## config.mk

```make
export PLATFORM = sky130hd
export DESIGN_NAME = alu_packet_rx
export DESIGN_NICKNAME = d
export VERILOG_FILES = /design/src/rtl/alu_packet_rx.sv
export SDC_FILE = /design/constraint.sdc
export NUM_CORES = 1
export LEC_CHECK = 0
export CAP_MARGIN = 15
export CORE_ASPECT_RATIO = 0.9
export CORE_MARGIN = 3
export CORE_UTILIZATION = 35
export CTS_CLUSTER_DIAMETER = 50
export DETAILED_ROUTE_END_ITERATION = 12
export PLACE_DENSITY = 0.68
export SLEW_MARGIN = 40
export SYNTH_ARGS = -nofsm -noshare
export SYNTH_HDL_FRONTEND = slang
export SYNTH_SLANG_ARGS = --single-unit
```

## constraint.sdc

```tcl
create_clock -name clk_i -period 1.7 [get_ports clk_i]
set_input_delay 0.17 -clock clk_i [delete_from_list [all_inputs] [get_ports clk_i]]
set_output_delay 0.17 -clock clk_i [all_outputs]
set_load 0.05 [all_outputs]
```

## src/rtl/alu_packet_rx.sv

```systemverilog
// Assembles [hdr][A x N][B x N] UART bytes into one alu32 request; valid_o rises 1 cycle after last B byte.
// ready_o drops while a request is held for ready_i; ALU_PKT_ERRCNT_EN adds the saturating err_count_o port.
module alu_packet_rx #(
  parameter int OperandWidth  = 32,
  parameter int TimeoutCycles = 0
) (
  input  logic                    clk_i,
  input  logic                    reset_i,
  input  logic [7:0]              data_i,
  input  logic                    valid_i,
  output logic                    ready_o,
  output logic [1:0]              opcode_o,
  output logic [OperandWidth-1:0] operand_a_o,
  output logic [OperandWidth-1:0] operand_b_o,
  output logic                    valid_o,
  input  logic                    ready_i,
  output logic                    err_o
`ifdef ALU_PKT_ERRCNT_EN
  ,
  output logic [7:0]              err_count_o
`endif
);

  localparam int NB = OperandWidth / 8;
  localparam int IW = ($clog2(NB) > 3) ? $clog2(NB) : 3;
  localparam int TW = (TimeoutCycles > 0) ? $clog2(TimeoutCycles + 1) : 1;
  localparam logic [IW-1:0] IDX_LAST = IW'(NB - 1);
  localparam logic [TW-1:0] TMO_LAST = TW'((TimeoutCycles > 0) ? TimeoutCycles - 1 : 0);

  typedef enum logic [1:0] {IDLE, OPA, OPB, SEND} state_e;

  state_e                  state_q;
  logic [IW-1:0]           idx_q;
  logic [TW-1:0]           tmo_q;
  logic [1:0]              opcode_q;
  logic [OperandWidth-1:0] opa_q;
  logic [OperandWidth-1:0] opb_q;
  logic                    valid_q;
  logic                    err_q;

  logic accept_d;
  logic last_d;
  logic tmo_hit_d;
  logic hdr_ok_d;

  assign ready_o   = (state_q != SEND);
  assign accept_d  = valid_i && ready_o;
  assign last_d    = (idx_q == IDX_LAST);
  assign tmo_hit_d = (TimeoutCycles > 0) && (tmo_q == TMO_LAST);
  assign hdr_ok_d  = (data_i[7:2] == 6'd0) && (data_i[1:0] != 2'd3);

  always_ff @(posedge clk_i) begin
    if (reset_i) begin
      state_q  <= IDLE;
      idx_q    <= '0;
      tmo_q    <= '0;
      opcode_q <= 2'd0;
      opa_q    <= '0;
      opb_q    <= '0;
      valid_q  <= 1'b0;
      err_q    <= 1'b0;
    end else begin
      err_q <= 1'b0;
      case (state_q)
        IDLE: begin
          if (valid_i) begin
            if (hdr_ok_d) begin
              opcode_q <= data_i[1:0];
              idx_q    <= '0;
              tmo_q    <= '0;
              state_q  <= OPA;
            end else begin
              err_q <= 1'b1;
            end
          end
        end
        OPA, OPB: begin
          if (accept_d) begin
            for (int i = 0; i < NB; i++) begin
              if (idx_q == IW'(i)) begin
                if (state_q == OPA) opa_q[8*i +: 8] <= data_i;
                else                opb_q[8*i +: 8] <= data_i;
              end
            end
            tmo_q <= '0;
            if (last_d) begin
              idx_q <= '0;
              if (state_q == OPA) begin
                state_q <= OPB;
              end else begin
                state_q <= SEND;
                valid_q <= 1'b1;
              end
            end else begin
              idx_q <= idx_q + 1'b1;
            end
          end else if (tmo_hit_d) begin
            // Stalled mid-packet: drop the partial operands and resync on the next header.
            state_q <= IDLE;
            err_q   <= 1'b1;
            idx_q   <= '0;
            tmo_q   <= '0;
            opa_q   <= '0;
            opb_q   <= '0;
          end else if (TimeoutCycles > 0) begin
            tmo_q <= tmo_q + 1'b1;
          end
        end
        SEND: begin
          if (ready_i) begin
            valid_q <= 1'b0;
            state_q <= IDLE;
          end
        end
        default: state_q <= IDLE;
      endcase
    end
  end

  assign opcode_o    = opcode_q;
  assign operand_a_o = opa_q;
  assign operand_b_o = opb_q;
  assign valid_o     = valid_q;
  assign err_o       = err_q;

`ifdef ALU_PKT_ERRCNT_EN
  logic [7:0] err_cnt_q;

  always_ff @(posedge clk_i) begin
    if (reset_i) begin
      err_cnt_q <= 8'd0;
    end else if (err_q && (err_cnt_q != 8'hFF)) begin
      err_cnt_q <= err_cnt_q + 8'd1;
    end
  end

  assign err_count_o = err_cnt_q;
`endif

endmodule

```

# Word-level counts from Yosys, hierarchy flattened
# Index checks and enable logic that the tools add are counted.
[word_totals]
output_inout_bits = 69
register_bits = 73
elab_cells = 70
[classes]
reduce_logical = 21
eq_ne = 14
bitwise_logic = 3
mux = 18
n_addsub = 1
[ops]
columns = ["operator", "n"]
rows = [
  ["AND reduction 4 bit", 9],
  ["inequality test 2 bit, second input constant", 8],
  ["two-way mux 3 bit", 4],
  ["two-way mux 2 bit", 5],
  ["AND reduction 5 bit", 2],
  ["== test 3 x 2 -> 1 bit, second input constant", 2],
  ["logical NOT 6 bit", 1],
  ["two-way mux 1 bit", 6],
  ["one-hot mux 2 bit (3 select lines)", 1],
  ["one-hot mux 3 bit (2 select lines)", 1],
  ["== test 2 bit, second input constant", 2],
  ["nonzero test 2 bit", 2],
  ["adder 3 x 1 -> 3 bit, second input constant", 1],
  ["== test 3 x 1 -> 1 bit, second input constant", 1],
  ["logical NOT 3 bit", 1],
  ["inverter 1 bit", 3],
  ["AND reduction 3 bit", 1],
  ["OR reduction 3 bit", 1],
  ["== test 2 x 1 -> 1 bit, second input constant", 1],
  ["logical AND 1 bit", 2],
  ["logical NOT 2 bit", 1],
  ["one-hot mux 1 bit (2 select lines)", 1],
  ["OR reduction 2 bit", 1],
]

# Longest topological paths before layout
[depth]
word_depth = 5
ltp_mapped = 8
depth_no_buf = 6

# Worst setup path after synthesis
# No wires, ideal clock.
[synth_path]
path_kind = "flip-flop to flip-flop"
from = "reg state_q[0]"
to = "reg opb_q[18] (netlist: operand_b_o[18])"
stages_incl_launch_ff = 9
period_less_slack_ns = 1.724
setup_slack_ns = -0.024
path_buffers = 2
arrival_ns = 1.596
path_cell_list = "dfxtp_1 inv_1 ha_1 buf_4 and4bb_1 buf_2 nand3_4 mux2i_1 nor2_1"
[synth_via]
elab_chain_cells = 3
elab_cells_between_ends = 7
[synth_lines]
columns = ["element", "line", "rtl"]
rows = [
  ["start: declaration", "32", "state_e state_q;"],
  ["start signal: assignment", "54", "state_q <= IDLE;"],
  ["start signal: assignment", "71", "state_q <= OPA;"],
  ["start signal: assignment", "89", "state_q <= OPB;"],
  ["== test 2 x 1 -> 1 bit (tied with other cells)", "64, 81", ""],
  ["OR reduction 2 bit (tied with other cells)", "64", "case (state_q)"],
  ["AND reduction 4 bit (no line) (*)", "-", ""],
  ["end signal: indexed assignment", "82", "else opb_q[8*i +: 8] <= data_i;"],
  ["end: declaration", "37", "logic [OperandWidth-1:0] opb_q;"],
]
# Mark *: on every way between the ends. The rest lies on a longest branch, timed or not.
# A chain may end at the register's enable or synchronous reset.

# Worst setup path in the final report
# Same ends and word-level chain as after synthesis.

==> results by group <==
Setup path
  • Critical Path Start Type: flip-flop
  • CP Data Required Time: 1.93 ns
  • CP max FO: 8
  • Worst setup EP type: flip-flop
  • Worst Path Arrival: 1.92 ns
  • CP cell instances: inv_4 -> ha_4 -> and4bb_2 -> buf_6 -> nand3_4 -> mux2i_2 -> nor2_1
  • Critical Path Max Stage Delay: 0.38 ns
  • Crit path max-delay family: simple AND/OR/NAND/NOR gates
  • CP max-delay cell: dfxtp_4
  • Crit Path Class: reg2reg
  • Worst path bufs/invs: 2

GRT
  • First-pass GRT wire length: 12.7 mm
  • Met2 Resource Use GR: 0.269
  • Vias in the first global route: 2,364
  • GRT met3 Usage: 0.0543
  • GRT Util Overall: 0.168
  • Met1 Use GR: 0.214
  • Gr ovfl total: 0
  • Largest net degree at the start of global routing: 34
  • Initial antenna violation count: 0
  • Grt peak-use layer: met2

STA
  • Slew Limit Fails: 0
  • Hold_ws: 0.190 ns
  • Fmax: 0.594 GHz
  • Worst Skew: 0.0111 ns
  • Max transition margin: 0.650
  • RSZ-0062 raised after global routing: true
  • Min Tclk post-route: 1.68 ns
  • Total negative setup slack: 0 ns
  • Endpoints failing hold: 0
  • Final setup violation count: 0
  • Tcrit/Tclk final: 0.990
  • PnR worst setup slack: 0.0170 ns
  • Worst-margin pin slew: 0.524 ns

Synth
  • Main combinational cell family by area after synthesis: multiplexers
  • Post-Syn Instances: 289
  • Syn. warnings: 0
  • Asr flop ratio synth: 0
  • Mux share of post-synthesis cell area: 0.225
  • Dominant synthesized flop cell: dfxtp_1
  • Syn Area/Cell: 10.4 um^2
  • Synth Area in XOR/XNOR: 0
  • Post-synthesis adder-cell area fraction: 0.0332
  • Post-Syn Area: 3020 um^2
  • Post-synthesis compound-gate area fraction: 0.0443
  • Sequential fraction of the synthesis area: 0.484
  • Netlist cell types: 34
  • Synth Register Bits: 73
  • Number of flops mapped to enable cells by yosys: 0
  • Post-synthesis simple-gate area fraction: 0.160
  • Post-Syn Nets: 309

Clock tree
  • Clk_lat worst skew: 0.35 ns
  • CTS root buf: clkbuf_8
  • CTS Buffer Depth: 2
  • CTS tree: done
  • Number of CTS-inserted buffers: 9
  • CTS Sinks: 73
  • Reg clk slew, reported paths: 0.08 ns
  • Htree depth: 3

Floorplanning
  • CORE AREA: 8220 um^2
  • FP Rows: 31
  • Width of the die: 104 um
  • # IOs: 81
  • Die area: 9780 um^2
  • Die height: 94.1 um
  • Starting Density: 0.367

Drt
  • First DRT Iteration DRCs: 101
  • DRC: 0
  • Vias per Instance: 4.75
  • DRT Pass-1 Iters: 4
  • DR WL/cell: 16.1 um
  • Post-route ant nets: 0
  • Via count: 2,409
  • Drt total wl: 8.15 mm

Placement
  • I/O Buffers: 80
  • Final estimated routing congestion in global placement: 0.903
  • DP Wirelength: 5.66 mm
  • Dpl ws: -0.0415 ns

Pwr
  • Worst vdd ir: 0.490 mV
  • Final total power: 4.30 mW
  • Power Density: 949 nW/um^2
  • Leak pwr: 2.68 nW

Flow run
  • Max-cap violations: 0

Finish
  • Final core utilization: 0.550
  • Share of cells above drive strength 1: 0.214
  • Ant diodes: 0
  • Final nets: 407
  • Area Growth Syn to Fin: 49.9%

Run status
  • Outcome: finished clean

Hold path
  • Hold WC Path Type: in2reg
[power breakdown]
group,internal (mW),switching [mW]
Sequential,1.76,0.0309
Combinational,0.262,0.398
Clock,1.14,0.702
Total,3.17,1.13
[cell families after synthesis]
| logic type | Yosys count |
|---|---|
| and+or+nand+nor | 93 |
| buffers and inverters | 31 |
| AOI/OAI and AO/OA | 16 |
| adders and majority gates | 8 |
| muxes | 68 |
| DFF | 73 |
[through the flow]
stage                     cells  cell area [um^2]
after global routing        507              4530
final                       507              4530
after detailed placement    489              4060
after floorplan             289              3020
after CTS                   507              4360
after global placement      489              4060
[layout make-up]
type                            count  area [um^2]
Fill cell                         767         3700
Sequential cell                    73         1470
Multi-Input combinational cell    185         1460
Timing Repair Buffer              111         1150
Clock inverter                      7          149
Tap cell                          115          144
Clock buffer                        9          124
Inverter                            7         33.8
[state kept, by name, indices dropped and copies added, names as in the netlist]
name	count
valid_o	1
operand_b_o	32
idx_q	3
opcode_o	2
state_q	2
operand_a_o	32
err_o	1
[what timing repair did]
action                     4_1_cts  5_1_grt
gates resized for setup         13       58
hold buffers                     0        0
setup endpoints to repair       41      101
buffers inserted                 2        0
gates cloned                     0        0
pin swaps                        2       13
[worst paths after layout]
path	start	end	slack, ns	cells past startpoint
worst min-delay path	reset_i	operand_b_o[20]	0.19	2
worst max-delay path	state_q[0]	operand_b_o[18]	0.02	7
worst min register to register	valid_o	valid_o	0.48	2
worst max register to register	state_q[0]	operand_b_o[18]	0.02	7
[synth_stat cells, types with 3 or more instances]
cell	n	area, um^2
nand3_4	4	70.1
dfxtp_1	73	1460
nand2_1	7	26.3
buf_2	5	25.0
buf_4	7	52.6
nor3b_1	3	22.5
ha_1	8	100
clkbuf_1	11	41.3
inv_1	6	22.5
nor2_1	68	255
nand4_1	3	18.8
mux2i_1	68	681
a21oi_1	3	15.0
[layer usage]
metal  up-vias  share of wire
li1       1162              -
met1      1156           0.44
met2        76           0.47
met3        15          0.061
met4         0          0.019
met5         -              0
[cell usage in the layout, fill, tap and decap left out, types with 2 or more instances in the layout]
master / netlist / routed
dfxtp_1: 73 / 71
nor2_1: 68 / 68
mux2i_1: 68 / 67
dlymetal6s2s_1: 0 / 43
buf_4: 7 / 33
clkdlybuf4s50_1: 0 / 17
clkbuf_8: 0 / 9
dlygate4sd2_1: 0 / 8
nand2_1: 7 / 7
buf_6: 1 / 7
ha_1: 8 / 5
inv_1: 6 / 4
nand3_4: 4 / 4
bufinv_16: 0 / 4
inv_6: 1 / 3
nand4_1: 3 / 3
a21oi_1: 3 / 3
nor3b_2: 0 / 3
o211ai_1: 2 / 2
o21ai_0: 2 / 2
ha_4: 0 / 2
buf_12: 0 / 2
(Power assumes the default switching activity.)
